**config.mk**
```make
export PLATFORM = sky130hd
export DESIGN_NAME = acc_sequencer_flat
export DESIGN_NICKNAME = d
export VERILOG_FILES = /design/src/rtl/acc_sequencer_if.sv /design/src/rtl/acc_sequencer.sv /design/src/flat_wrapper.sv
export SDC_FILE = /design/constraint.sdc
export NUM_CORES = 1
export LEC_CHECK = 0
export BUFFER_PORTS_ARGS = -buffer_cell sky130_fd_sc_hd__buf_2
export CAP_MARGIN = 20
export CORE_UTILIZATION = 30
export DETAILED_ROUTE_END_ITERATION = 10
export SYNTH_ARGS = -nofsm -noshare
export SYNTH_HDL_FRONTEND = slang
export SYNTH_SLANG_ARGS = --single-unit
```
**constraint.sdc**
```tcl
create_clock -name clk -period 2.6 [get_ports clk]
set_clock_uncertainty 0.15 [all_clocks]
set_input_delay 0 -clock clk [delete_from_list [all_inputs] [get_ports clk]]
set_output_delay 0 -clock clk [all_outputs]
set_load 0.02 [all_outputs]
```
**src/rtl/acc_sequencer_if.sv**
```systemverilog
// Operand and result handshake bundle for acc_sequencer.
// The master modport is the producer/consumer side; the slave is the sequencer.
interface acc_sequencer_if;
  logic        in_valid;
  logic        in_ready;
  logic [31:0] in_data;
  logic        in_sub;
  logic        out_valid;
  logic        out_ready;
  logic [31:0] out_sum;
  logic        out_cout;
  logic        out_of;

  modport master (
    output in_valid, in_data, in_sub, out_ready,
    input  in_ready, out_valid, out_sum, out_cout, out_of
  );

  modport slave (
    input  in_valid, in_data, in_sub, out_ready,
    output in_ready, out_valid, out_sum, out_cout, out_of
  );
endinterface

```
**src/rtl/acc_sequencer.sv**
```systemverilog
// Streaming multi-operand add/subtract: accumulates a burst of operands through a
// 32-bit adder and presents the sum, last carry-out and sticky overflow.
//   state | meaning
//   IDLE  | waiting for start
//   ACC   | accepting operands, cnt beats remaining
//   DONE  | result held on the output port until taken
module acc_sequencer #(
  parameter int LEN_W = 8
) (
  input  logic             clk,
  input  logic             rst_n,
  input  logic             start,
  input  logic [LEN_W-1:0] len,
  output logic             busy,
  acc_sequencer_if.slave   bus
);

  typedef enum logic [1:0] {
    S_IDLE = 2'd0,
    S_ACC  = 2'd1,
    S_DONE = 2'd2
  } state_t;

  state_t           r_state;
  logic [31:0]      r_acc;
  logic [LEN_W-1:0] r_cnt;
  logic             r_cout;
  logic             r_of;
  logic             r_in_ready;
  logic             r_out_valid;
  logic             r_busy;

  logic [31:0] w_in2;
  logic [31:0] w_sum;
  logic        w_cout;
  logic        w_of;
  logic        w_beat;

  // Subtraction is a + ~b + 1, so the carry-in doubles as the subtract flag.
  assign w_in2           = bus.in_sub ? ~bus.in_data : bus.in_data;
  assign {w_cout, w_sum} = {1'b0, r_acc} + {1'b0, w_in2} + {32'd0, bus.in_sub};
  assign w_of            = (r_acc[31] == w_in2[31]) & (w_sum[31] != r_acc[31]);
  assign w_beat          = bus.in_valid & r_in_ready;

  always_ff @(posedge clk or negedge rst_n) begin
    if (!rst_n) begin
      r_state     <= S_IDLE;
      r_acc       <= 32'd0;
      r_cnt       <= '0;
      r_cout      <= 1'b0;
      r_of        <= 1'b0;
      r_in_ready  <= 1'b0;
      r_out_valid <= 1'b0;
      r_busy      <= 1'b0;
    end else begin
      case (r_state)
        S_IDLE: begin
          if (start) begin
            r_acc  <= 32'd0;
            r_cnt  <= len;
            r_cout <= 1'b0;
            r_of   <= 1'b0;
            r_busy <= 1'b1;
            if (len != '0) begin
              r_state    <= S_ACC;
              r_in_ready <= 1'b1;
            end else begin
              r_state     <= S_DONE;
              r_out_valid <= 1'b1;
            end
          end
        end
        S_ACC: begin
          if (w_beat) begin
            r_acc  <= w_sum;
            r_cout <= w_cout;
            r_of   <= r_of | w_of;
            r_cnt  <= r_cnt - LEN_W'(1);
            if (r_cnt == LEN_W'(1)) begin
              r_state     <= S_DONE;
              r_in_ready  <= 1'b0;
              r_out_valid <= 1'b1;
            end
          end
        end
        S_DONE: begin
          if (bus.out_ready) begin
            r_state     <= S_IDLE;
            r_out_valid <= 1'b0;
            r_busy      <= 1'b0;
          end
        end
        default: begin
          r_state     <= S_IDLE;
          r_in_ready  <= 1'b0;
          r_out_valid <= 1'b0;
          r_busy      <= 1'b0;
        end
      endcase
    end
  end

  assign bus.in_ready  = r_in_ready;
  assign bus.out_valid = r_out_valid;
  assign bus.out_sum   = r_acc;
  assign bus.out_cout  = r_cout;
  assign bus.out_of    = r_of;
  assign busy          = r_busy;

endmodule
```
**src/flat_wrapper.sv**
```systemverilog
// flat-port wrapper written by rule: the top's interface ports become plain ports
module acc_sequencer_flat 
#(
  parameter int LEN_W = 8
)
  (clk, rst_n, start, len, busy, bus_in_valid, bus_in_data, bus_in_sub, bus_out_ready, bus_in_ready, bus_out_valid, bus_out_sum, bus_out_cout, bus_out_of);
  acc_sequencer_if bus_i ();
  input  logic clk;
  input  logic rst_n;
  input  logic start;
  input  logic [LEN_W-1:0] len;
  output logic busy;
  input wire logic [$bits(bus_i.in_valid)-1:0] bus_in_valid;
  input wire logic [$bits(bus_i.in_data)-1:0] bus_in_data;
  input wire logic [$bits(bus_i.in_sub)-1:0] bus_in_sub;
  input wire logic [$bits(bus_i.out_ready)-1:0] bus_out_ready;
  output wire logic [$bits(bus_i.in_ready)-1:0] bus_in_ready;
  output wire logic [$bits(bus_i.out_valid)-1:0] bus_out_valid;
  output wire logic [$bits(bus_i.out_sum)-1:0] bus_out_sum;
  output wire logic [$bits(bus_i.out_cout)-1:0] bus_out_cout;
  output wire logic [$bits(bus_i.out_of)-1:0] bus_out_of;
  assign bus_i.in_valid = bus_in_valid;
  assign bus_i.in_data = bus_in_data;
  assign bus_i.in_sub = bus_in_sub;
  assign bus_i.out_ready = bus_out_ready;
  assign bus_in_ready = bus_i.in_ready;
  assign bus_out_valid = bus_i.out_valid;
  assign bus_out_sum = bus_i.out_sum;
  assign bus_out_cout = bus_i.out_cout;
  assign bus_out_of = bus_i.out_of;
  acc_sequencer #(.LEN_W(LEN_W)) u_core (.clk(clk), .rst_n(rst_n), .start(start), .len(len), .busy(busy), .bus(bus_i));
endmodule
```
==> results of run 1 <==
## logic make-up after synthesis
logic type                 synth area share (%)
AOI/OAI and AO/OA                          26.3
xor gates and xnor gates                   13.6
adders and majority gates                  10.8
buffers and inverters                      3.97
DFF                                        29.4
muxes                                     0.907
and+or+nand+nor                            15.0
## cell usage in the layout (no fill, tap or decap), types with 3 or more instances in the layout
cell type      count
buf_2             82
buf_4             78
nand2_1           51
xor2_1            45
dfrtp_1           44
a21oi_1           38
o21ai_0           32
nor2_1            25
ha_1              23
inv_1             15
o21ai_1           15
xnor2_1           15
dlygate4sd3_1     14
nand3_1           13
a21o_1            13
ha_4               9
nor3_1             8
nand4_1            7
o21bai_1           7
a21oi_2            6
nand2b_1           5
o21a_1             5
a22o_1             5
clkbuf_16          5
a41oi_2            4
and3_1             4
o31ai_1            4
and2_1             3
o21ai_2            3
a22oi_1            3
nor4_1             3
dfrtp_2            3
## stage by stage
step / utilization, % / hold slack (ns)
2_1_floorplan: - / -0.446
3_3_place_gp: 39.4 / -0.161
3_5_place_dp: 39.4 / -0.167
4_1_cts: 42.2 / 0.0644
5_1_grt: 44.8 / 0.0915
6_report: 44.8 / 0.0342
## synthesized netlist by cell type, types with 4 or more instances
cell | number | share of area [%]
a22o_1 | 5 | 1.1
o21a_1 | 5 | 0.94
a21oi_1 | 46 | 5.8
nand2_1 | 51 | 4.8
a21o_1 | 13 | 2.4
nor4_1 | 4 | 0.63
o21ai_0 | 42 | 5.3
clkbuf_1 | 22 | 2.1
xnor2_1 | 16 | 3.5
nor3_1 | 10 | 1.3
o21ai_1 | 7 | 0.88
xor2_1 | 46 | 10
dfrtp_1 | 47 | 29
o21bai_1 | 7 | 1.3
o31ai_1 | 5 | 0.94
nor2_1 | 25 | 2.3
nand4_1 | 7 | 1.1
nand3_1 | 13 | 1.6
nand2b_1 | 5 | 0.78
inv_1 | 15 | 1.4
ha_1 | 33 | 10
and2_1 | 4 | 0.63
and3_1 | 5 | 0.78
## worst max-delay path, stage by stage, from the launching register on
cell      delay [ns]
dfrtp_2         0.40
mux2_4          0.27
fa_2            0.38
a21oi_4         0.19
o221ai_4        0.13
o211ai_1        0.20
o211ai_1        0.16
a221oi_2        0.23
buf_4           0.17
nor3_1          0.04
a211o_1         0.27
## area by class of cell
cell class	count	area, µm²	area share, %
multi-input combinational	388	2940	51.2
tap	172	215	3.75
timing repair buffer	177	1180	20.5
clock buffer	5	125	2.18
sequential	47	1180	20.5
clock inverter	3	46.3	0.806
inverter	15	56.3	0.980
## final timing paths
path | endpoint | slack, ns | depth (start not counted)
max | u_core.bus.out_cout$_DFFE_PN0P_ | -0.11 | 10
min | u_core.r_cnt[5]$_DFFE_PN0P_ | 0.03 | 2
max reg2reg | u_core.bus.out_cout$_DFFE_PN0P_ | -0.11 | 10
min reg2reg | u_core.r_cnt[6]$_DFFE_PN0P_ | 0.36 | 2
max in group asynchronous | u_core.bus.out_sum[19]$_DFFE_PN0P_ | 1.63 | 3
min in group clk | u_core.bus.out_of$_DFFE_PN0P_ | 0.13 | 4
## flip-flops by register name, indices dropped and copies added, names as in the netlist
| name | flops |
|---|---|
| u_core.bus.out_sum | 32 |
| u_core.r_cnt | 8 |
| u_core.r_state | 2 |
| u_core.bus.in_ready | 1 |
| u_core.bus.out_cout | 1 |
| u_core.bus.out_of | 1 |
| u_core.bus.out_valid | 1 |
| u_core.busy | 1 |
## power by group
part	internal, W	switching (W)	total [W]
Sequential	0.00108	0.000351	0.00143
Combinational	0.00235	0.00271	0.00507
Clock	0.000458	0.000305	0.000763
## metal layers
layer / vias to the layer above / wire length, µm
met3: 12 / 337
met1: 1947 / 5730
met5: - / 0
met4: 0 / 140
met2: 82 / 5910
li1: 2019 / -
## what timing repair did
action                                 4_1_cts  5_1_grt
buffers inserted                             2       11
hold buffers                                14        0
gates cloned                                 0        0
endpoints found under the hold margin       61        0
resized for setup                            8       45
setup endpoints to repair                   11       19
pin swaps                                    6       31
==> summary.txt, run 1 <==
Finish
  • Post-layout instance area: ~0.0057 mm²
  • Share of layout cells above drive strength 1: about 34%
  • Nets@finish: roughly 710
  • Syn-to-layout area delta: 43.6%
  • # fillers: 1285
  • Post-route insts no fill: 807
  • Ant. Diodes: 0

STA
  • Final-report max-slew violation count: 0
  • Fmax: 369 MHz
  • Setup Viol. Count Final: 5
  • RSZ-0062 raised after global routing: true
  • Relative slew slack: between 60% and 70%
  • Fin crit share: 104%
  • Min cycle time layout: ~2.7 ns
  • Worst slew pin tran: 0.595 ns
  • Final hold violation count: 0
  • Final Worst Setup Slack: -0.112 ns
  • Setup TNS: -0.245 ns

Logic synthesis
  • Syn Inst Count: about 480
  • Async set-reset flop share out of synthesis: 100%
  • EDFF count, synth: 0
  • Mean post-synth cell area: 8.40 µm²
  • Mapped cell area: between 0.004 and 0.005 mm²
  • Syn Nets: ~560
  • Top FF cell, synth: dfrtp_1
  • Seq/Total Area, Yosys: 29.4%
  • Ys Warns: 0
  • Synth Register Bits: 47
  • Netlist cell types: 53

Worst hold path
  • Worst hold path class: in2async

Die
  • # IOs: slightly above 80
  • Die area: ~0.014 mm²
  • Starting Density: between 30% and 40%
  • Site Rows: a little over 40
  • Core ar.: approximately 0.013 mm²
  • Die width: ~120 µm
  • Vert. Die Dim: 117 µm

Drt
  • DRT iter0 DRCs: about 120
  • Post-route ant nets: 0
  • Routed length per instance: roughly 15 µm
  • Number of iterations in the first detailed-routing pass: 4
  • Via/cell ratio: 5.03
  • DRC violations left: 0
  • Via count: approximately 4100
  • Routed wire length: 12100 µm

Global routing
  • Initial antenna violation count: 0
  • Vias in the first global route: about 4100
  • Grt peak-use layer: met2
  • Total congestion overflow: 0
  • GRT met3 Usage: under 10%
  • Largest net degree at the start of global routing: 27
  • GRT Util Overall: 17.3%
  • M1 GR Usage: a little under a quarter
  • Global-route wire length before repair: just under 20000 µm
  • GR Util met2: 29.3%

Clock tree
  • CTS root buf: clkbuf_16
  • Clk slew on worst S/H paths: approximately 0.080 ns
  • CTS Buf Count: 5
  • CTS tree: yes
  • Clk Latency, worst-skew pair: approximately 0.29 ns
  • H-Tree Depth: 2
  • CTS sink cnt: 47
  • Bufs on Longest Clock Path: 2

Pwr
  • Leak Pwr: around 2.7 nW
  • PD cells: 1260 mW/mm²
  • Final Power: about 0.0073 W
  • Maximum vdd drop: 360 µV

Worst setup path
  • Critical R2R Launch: u_core.bus.out_sum[0]$_DFFE_PN0P_
  • Critical path required time: 2.63 ns
  • CP Capture Type: flop
  • Worst setup path startpoint: u_core.bus.out_sum[0]$_DFFE_PN0P_
  • CP Class: reg2reg
  • Crit path max fanout: 3
  • Worst setup SP type: flop
  • CP Data Arrival Time: between 2 and 3 ns

Status
  • Status: finished, violations left
  • Failing checks: negative setup slack

Place
  • Final GP Congestion: 0.861
  • DP Cell Count: 772
  • Number of input and output port buffers inserted: between 80 and 90
  • DP Wirelength: between 9000 and 10000 µm
  • Placed cell area: 0.00505 mm²
  • Placement Setup Slack: -0.236 ns

Run
  • Max-Cap Viols: 0
(Power assumes the default switching activity.)
==> run 2, diff against run 1 <==
--- a/config.mk
+++ b/config.mk
@@ -5,6 +5,7 @@
 export SDC_FILE = /design/constraint.sdc
 export NUM_CORES = 1
 export LEC_CHECK = 0
+export ABC_AREA = 1
 export BUFFER_PORTS_ARGS = -buffer_cell sky130_fd_sc_hd__buf_2
 export CAP_MARGIN = 20
 export CORE_UTILIZATION = 30
==> summary.txt, run 2 <==
Pwr
  • PD cells: approximately 1000 mW/mm²
  • Leak Pwr: ~2.9 nW
  • Maximum vdd drop: between 400 and 500 µV

Die
  • Starting Density: 31.0%
  • # IOs: 83
  • Die area: ~0.015 mm²
  • Site Rows: 43
  • Vert. Die Dim: around 120 µm
  • Core ar.: between 0.01 and 0.015 mm²
  • Die width: ~120 µm

Logic synthesis
  • Post-synth top cells: nand2_1 (190), inv_1 (67), nor2_1 (63)
  • Seq/Total Area, Yosys: ~27%
  • Async set-reset flop share out of synthesis: 100%
  • Syn Inst Count: approximately 650
  • Top FF cell, synth: dfrtp_1
  • Synth Register Bits: 47
  • Most common cell in the netlist: nand2_1
  • Mean post-synth cell area: 6.71 µm²
  • Top post-synthesis cells by area: dfrtp_1 (27%), nand2_1 (16%), ha_1 (9.5%)
  • Syn Nets: ~730
  • Largest area contributor in the netlist: dfrtp_1
  • Top-area cell type share of the netlist area: 27.0%
  • EDFF count, synth: 0
  • Netlist cell types: between 40 and 50
  • Mapped cell area: 0.00436 mm²
  • Ys Warns: 0

Status
  • Status: finished, final reports clean

STA
  • Final hold violation count: 0
  • Worst slew pin tran: 0.997 ns
  • Setup Viol. Count Final: 0
  • Relative slew slack: between 30% and 40%
  • Min cycle time layout: 2.33 ns
  • Setup TNS: 0 ns
  • Fmax: between 400 and 500 MHz
  • Fin crit share: between 80 and 90%
  • Final-report max-slew violation count: 0
  • RSZ-0062 raised after global routing: false
  • WHS: about 0.021 ns

Drt
  • Routed wire length: 12200 µm
  • Post-route ant nets: 0
  • Via/cell ratio: around 4.7
  • Number of iterations in the first detailed-routing pass: 4
  • Routed length per instance: approximately 13 µm
  • DRT iter0 DRCs: 271
  • Via count: 4333
  • DRC violations left: 0

Worst setup path
  • CP Class: reg2reg
  • Reg2Reg Setup Slack: between 0.2 and 0.3 ns
  • RR Endpoint: u_core.bus.out_sum[26]$_DFFE_PN0P_
  • CP Capture Type: flop
  • CP max stage delay: 0.42 ns
  • Worst setup SP type: flop
  • Critical path required time: 2.63 ns
  • Critical R2R Launch: u_core.bus.out_sum[0]$_DFFE_PN0P_
  • Family with the most delay on the worst path: simple AND/OR/NAND/NOR gates
  • Buf+Inv Stages, Crit Path: 0
  • Most frequent CP cell: nand2_1
  • R2R cell count: 13
  • Crit path max fanout: 4
  • CP cell instances: nand2_1, nand2_4, fa_1, nand3_1, nand2_1, nand3_1, nand2_1, nand2_1, nand3_1, nand2_1, nand4_1, nand3_1, nand2_1
  • Slowest stage cell, crit path: dfrtp_1
  • CP Data Arrival Time: between 2 and 2.5 ns

Place
  • Final GP Congestion: a little under 0.9
  • Number of input and output port buffers inserted: 82
  • DP Wirelength: just under 10000 µm
  • DP Cell Count: a little over 900

Finish
  • Ant. Diodes: 0
  • Final Util: 37.4%
  • Syn-to-layout area delta: 20.5%
  • Most common cell after layout, fill and taps aside: nand2_1
  • Max reg flops: 32
  • Share of layout cells above drive strength 1: 16.9%
  • Nets@finish: between 800 and 900
  • Post-route insts no fill: around 900
  • Most frequent cells in the layout: nand2_1 (190), buf_2 (82), inv_1 (67)

Run
  • Max-Cap Viols: 0

Clock tree
  • CTS Buf Count: 5
  • CTS root buf: clkbuf_16
  • Clk Latency, worst-skew pair: roughly 0.30 ns
  • Bufs on Longest Clock Path: 2
  • CTS sink cnt: 47
  • Clk slew on worst S/H paths: 0.07 ns
  • H-Tree Depth: 2
  • CTS tree: yes
  • Post-CTS setup buffer count: 0

Global routing
  • GRT Util Overall: ~17%
  • Global-route wire length before repair: just over 20000 µm
  • Initial antenna violation count: 0
  • Vias in the first global route: roughly 4300
  • Total congestion overflow: 0
  • Largest net degree at the start of global routing: 48

Worst hold path
  • Worst hold path depth: 4
  • Hold path endpoint: u_core.r_cnt[5]$_DFFE_PN0P_
  • Worst hold path class: in2reg
  • Hold Path Origin: len[5]
run 2: how the worst max path moves through the flow:
stage | startpoint | to | slack (ns) | cells past startpoint
CTS | u_core.bus.out_sum[0]$_DFFE_PN0P_ | u_core.bus.out_sum[26]$_DFFE_PN0P_ | 0.24 | 13
finish | u_core.bus.out_sum[0]$_DFFE_PN0P_ | u_core.bus.out_sum[26]$_DFFE_PN0P_ | 0.27 | 13
detailed placement | u_core.bus.out_sum[0]$_DFFE_PN0P_ | u_core.bus.out_sum[26]$_DFFE_PN0P_ | 0.26 | 13
global placement | u_core.bus.out_sum[0]$_DFFE_PN0P_ | u_core.bus.out_sum[26]$_DFFE_PN0P_ | 0.28 | 13
floorplan | u_core.bus.out_sum[0]$_DFFE_PN0P_ | u_core.bus.out_sum[26]$_DFFE_PN0P_ | 0.55 | 13
global route | u_core.bus.out_sum[0]$_DFFE_PN0P_ | u_core.bus.out_sum[26]$_DFFE_PN0P_ | 0.02 | 13
run 2: cell families (layout without fill, tap and decap cells):
family                     count (synthesis)  after routing  share of synthesized area, %
and+or+nand+nor                          325            325                          32.0
DFF                                       47             47                          27.0
xor gates and xnor gates                  34             34                          6.84
buffers and inverters                     83            178                          7.61
adders and majority gates                 34             34                          9.94
AOI/OAI and AO/OA                        126            126                          16.6
run 2: stage by stage:
step / setup slack [ns] / power (W) / cell area [µm²]
6_report: 0.274 / 0.00531 / 5250
4_1_cts: 0.245 / 0.00535 / 5250
5_1_grt: 0.0178 / 0.00588 / 5250
3_5_place_dp: 0.261 / 0.00462 / 4990
3_3_place_gp: 0.282 / 0.00462 / 4990
2_1_floorplan: 0.546 / 0.00370 / 4360
run 2: power breakdown:
group,total (W),switching [W],internal [W]
Sequential,0.00128,0.000248,0.00103
Clock,0.000678,0.000314,0.000364
Combinational,0.00336,0.00220,0.00115
run 2: cell type report:
type	instances	area, µm²
Multi-Input combinational cell	519	2850
Inverter	70	263
Timing Repair Buffer	100	586
Fill cell	1495	8790
Tap cell	180	225
Clock buffer	5	125
Clock inverter	3	25.0
Sequential cell	47	1180
run 2: tightest hold or removal path: stages:
cell	delay, ns
buf_2	0.07
inv_1	0.05
o21ai_0	0.18
a22o_1	0.14
run 2: routing by layer:
metal / wire length [µm] / GRT usage (%) / part of all wire, %
met1: 6060 / 23.8 / 50
met5: 0 / 0 / 0
met2: 5470 / 28.0 / 45
met3: 537 / 2.51 / 4.4
met4: 127 / 4.27 / 1.0
run 2: what timing repair did:
| item | 4_1_cts | 5_1_grt |
|---|---|---|
| hold endpoints to repair | 59 | 0 |
| resized for setup | 0 | 0 |
| hold buffers | 11 | 0 |
==> run 3, diff against run 2 <==
--- a/config.mk
+++ b/config.mk
@@ -8,6 +8,7 @@
 export ABC_AREA = 1
 export BUFFER_PORTS_ARGS = -buffer_cell sky130_fd_sc_hd__buf_2
 export CAP_MARGIN = 20
+export CORE_MARGIN = 2
 export CORE_UTILIZATION = 30
 export DETAILED_ROUTE_END_ITERATION = 10
 export SYNTH_ARGS = -nofsm -noshare
==> summary.txt, run 3 (synthesis gave the netlist of run 2 again) <==
STA
  • Fmax: between 400 and 500 MHz
  • Final hold violation count: 0
  • Setup Viol. Count Final: 0
  • RSZ-0062 raised after global routing: false
  • Relative slew slack: between 60% and 70%
  • Setup TNS: 0 ns
  • Final-report max-slew violation count: 0
  • Min cycle time layout: 2.25 ns
  • Fin crit share: between 80% and 90%
  • Worst slew pin tran: about 0.54 ns

Drt
  • Via count: ~4400
  • Post-route ant nets: 0
  • Routed length per instance: between 10 and 15 µm
  • Number of iterations in the first detailed-routing pass: 4
  • Via/cell ratio: roughly 4.7
  • Routed wire length: between 10000 and 15000 µm
  • DRC violations left: 0
  • DRT iter0 DRCs: approximately 260

Global routing
  • Total congestion overflow: 0
  • Initial antenna violation count: 0
  • Largest net degree at the start of global routing: 39
  • Global-route wire length before repair: around 21000 µm
  • Vias in the first global route: 4263
  • GRT Util Overall: between 15 and 20%

Worst setup path
  • Slowest stage cell, crit path: fa_1
  • CP Capture Type: flop
  • CP Class: reg2reg
  • Critical path required time: approximately 2.7 ns
  • CP Data Arrival Time: 2.32 ns
  • Worst setup SP type: flop
  • Crit path max fanout: 4
  • Most frequent CP cell: nand2_1
  • CP max stage delay: roughly 0.41 ns
  • CP cell instances: nand2_1, nand2_4, fa_1, nand3_1, nand2_1, nand3_1, nand2_1, nand2_1, nand3_1, nand2_1, nand2_1, nand2_1, nand2_1, o21ai_1

Place
  • Number of input and output port buffers inserted: 82
  • DP Wirelength: around 10000 µm
  • Final GP Congestion: slightly above 0.9
  • Placed cell area: ~0.005 mm²

Clock tree
  • CTS Buf Count: 5
  • CTS root buf: clkbuf_16
  • Clk Latency, worst-skew pair: 0.29 ns
  • CTS tree: yes
  • CTS sink cnt: 47
  • Bufs on Longest Clock Path: 2
  • H-Tree Depth: 2
  • Clk slew on worst S/H paths: 0.07 ns
  • Post-CTS setup buffer count: 0

Pwr
  • Power share of the clock group: about an eighth
  • Reg power frac: roughly a quarter
  • Switching power: around 0.0028 W
  • PD cells: between 1000 and 1500 mW/mm²
  • Leak Pwr: roughly 2.9 nW
  • Logic gate share of total power: around 63%
  • Maximum vdd drop: 581 µV
  • Internal power: 0.00257 W
  • Sw Share: roughly half

Finish
  • Nets@finish: about 820
  • Syn-to-layout area delta: 21.1%
  • Ant. Diodes: 0
  • Max reg flops: 32
  • Most common cell after layout, fill and taps aside: nand2_1
  • Share of layout cells above drive strength 1: 16.8%
  • Post-layout instance area: around 0.0053 mm²
  • Most frequent cells in the layout: nand2_1 (190), buf_2 (82), inv_1 (67)

Run
  • Max-Cap Viols: 0

Status
  • Status: finished, final reports clean

Die
  • # IOs: between 80 and 90
  • Starting Density: a little under a third
  • Site Rows: 44
  • Die area: about 0.016 mm²
  • Die width: 125 µm
  • Core ar.: 0.0144 mm²
  • Vert. Die Dim: roughly 120 µm

Worst hold path
  • Worst hold path class: in2reg
run 3: cell types whose count changed in the layout (fill, tap and decap cells not counted), sizes merged:
| cell | before | now |
|---|---|---|
| inv | 71 | 69 |
| dlygate4sd3 | 11 | 12 |
| clkinv | 1 | 2 |
| clkbuf | 5 | 7 |
| clkinvlp | 1 | 0 |
run 3: what timing repair did:
item / 4_1_cts / 5_1_grt
endpoints found under the hold margin: 59 / 0
hold buffers: 12 / 0
resized for setup: 0 / 0
run 3: final cells by class:
| class | count | area [µm²] |
|---|---|---|
| repair buffers | 101 | 608 |
| clock inverters | 1 | 8.76 |
| well taps | 184 | 230 |
| inverters | 70 | 263 |
| multi-input cells | 519 | 2850 |
| fillers | 1568 | 9090 |
| clock buffers | 7 | 143 |
| flip-flops and latches | 47 | 1180 |
run 3: worst max-delay path, delay by kind of cell, from the launching register on:
kind	cells	cell delay, ns
DFF	1	0.40
adders and majority gates	1	0.41
AOI/OAI and AO/OA	1	0.12
and+or+nand+nor	12	1.10
run 3: power groups by stage:
stage	Clock [W]	Sequential (W)	Combinational [W]
floorplan	0	0.00150	0.00220
global placement	0	0.00129	0.00335
detailed placement	0	0.00129	0.00335
CTS	0.000709	0.00128	0.00338
global route	0.000737	0.00132	0.00383
finish	0.000689	0.00128	0.00337
run 3: per-stage QoR:
step | setup WS, ns | util, % | hold WS [ns] | total power [W] | std cells
2_1_floorplan | 0.546 | - | -0.446 | 0.00370 | 649
3_3_place_gp | 0.333 | 34.8 | -0.284 | 0.00464 | 909
3_5_place_dp | 0.332 | 34.8 | -0.281 | 0.00464 | 909
4_1_cts | 0.337 | 36.7 | 0.0327 | 0.00537 | 929
5_1_grt | 0.122 | 36.7 | 0.0590 | 0.00588 | 929
6_report | 0.352 | 36.7 | 0.0423 | 0.00534 | 929
run 3: final timing paths:
check,slack [ns],cells after the start,start,to
min,0.04,4,len[5],u_core.r_cnt[5]$_DFFE_PN0P_
min in group asynchronous,0.19,3,rst_n,u_core.r_cnt[3]$_DFFE_PN0P_
max in group asynchronous,1.44,3,rst_n,u_core.r_state[0]$_DFFE_PN0P_
min reg2reg,0.34,1,u_core.bus.out_sum[0]$_DFFE_PN0P_,u_core.bus.out_sum[0]$_DFFE_PN0P_
max,0.35,14,u_core.bus.out_sum[0]$_DFFE_PN0P_,u_core.bus.out_sum[18]$_DFFE_PN0P_
max reg2reg,0.35,14,u_core.bus.out_sum[0]$_DFFE_PN0P_,u_core.bus.out_sum[18]$_DFFE_PN0P_
run 3: routing by layer:
metal | wire length [µm] | up-vias | GRT usage, %
met3 | 445 | 4 | 2.28
met1 | 6300 | 1963 | 22.9
met4 | 76 | 0 | 4.03
li1 | - | 2314 | -
met5 | 0 | - | 0
met2 | 5760 | 74 | 26.3
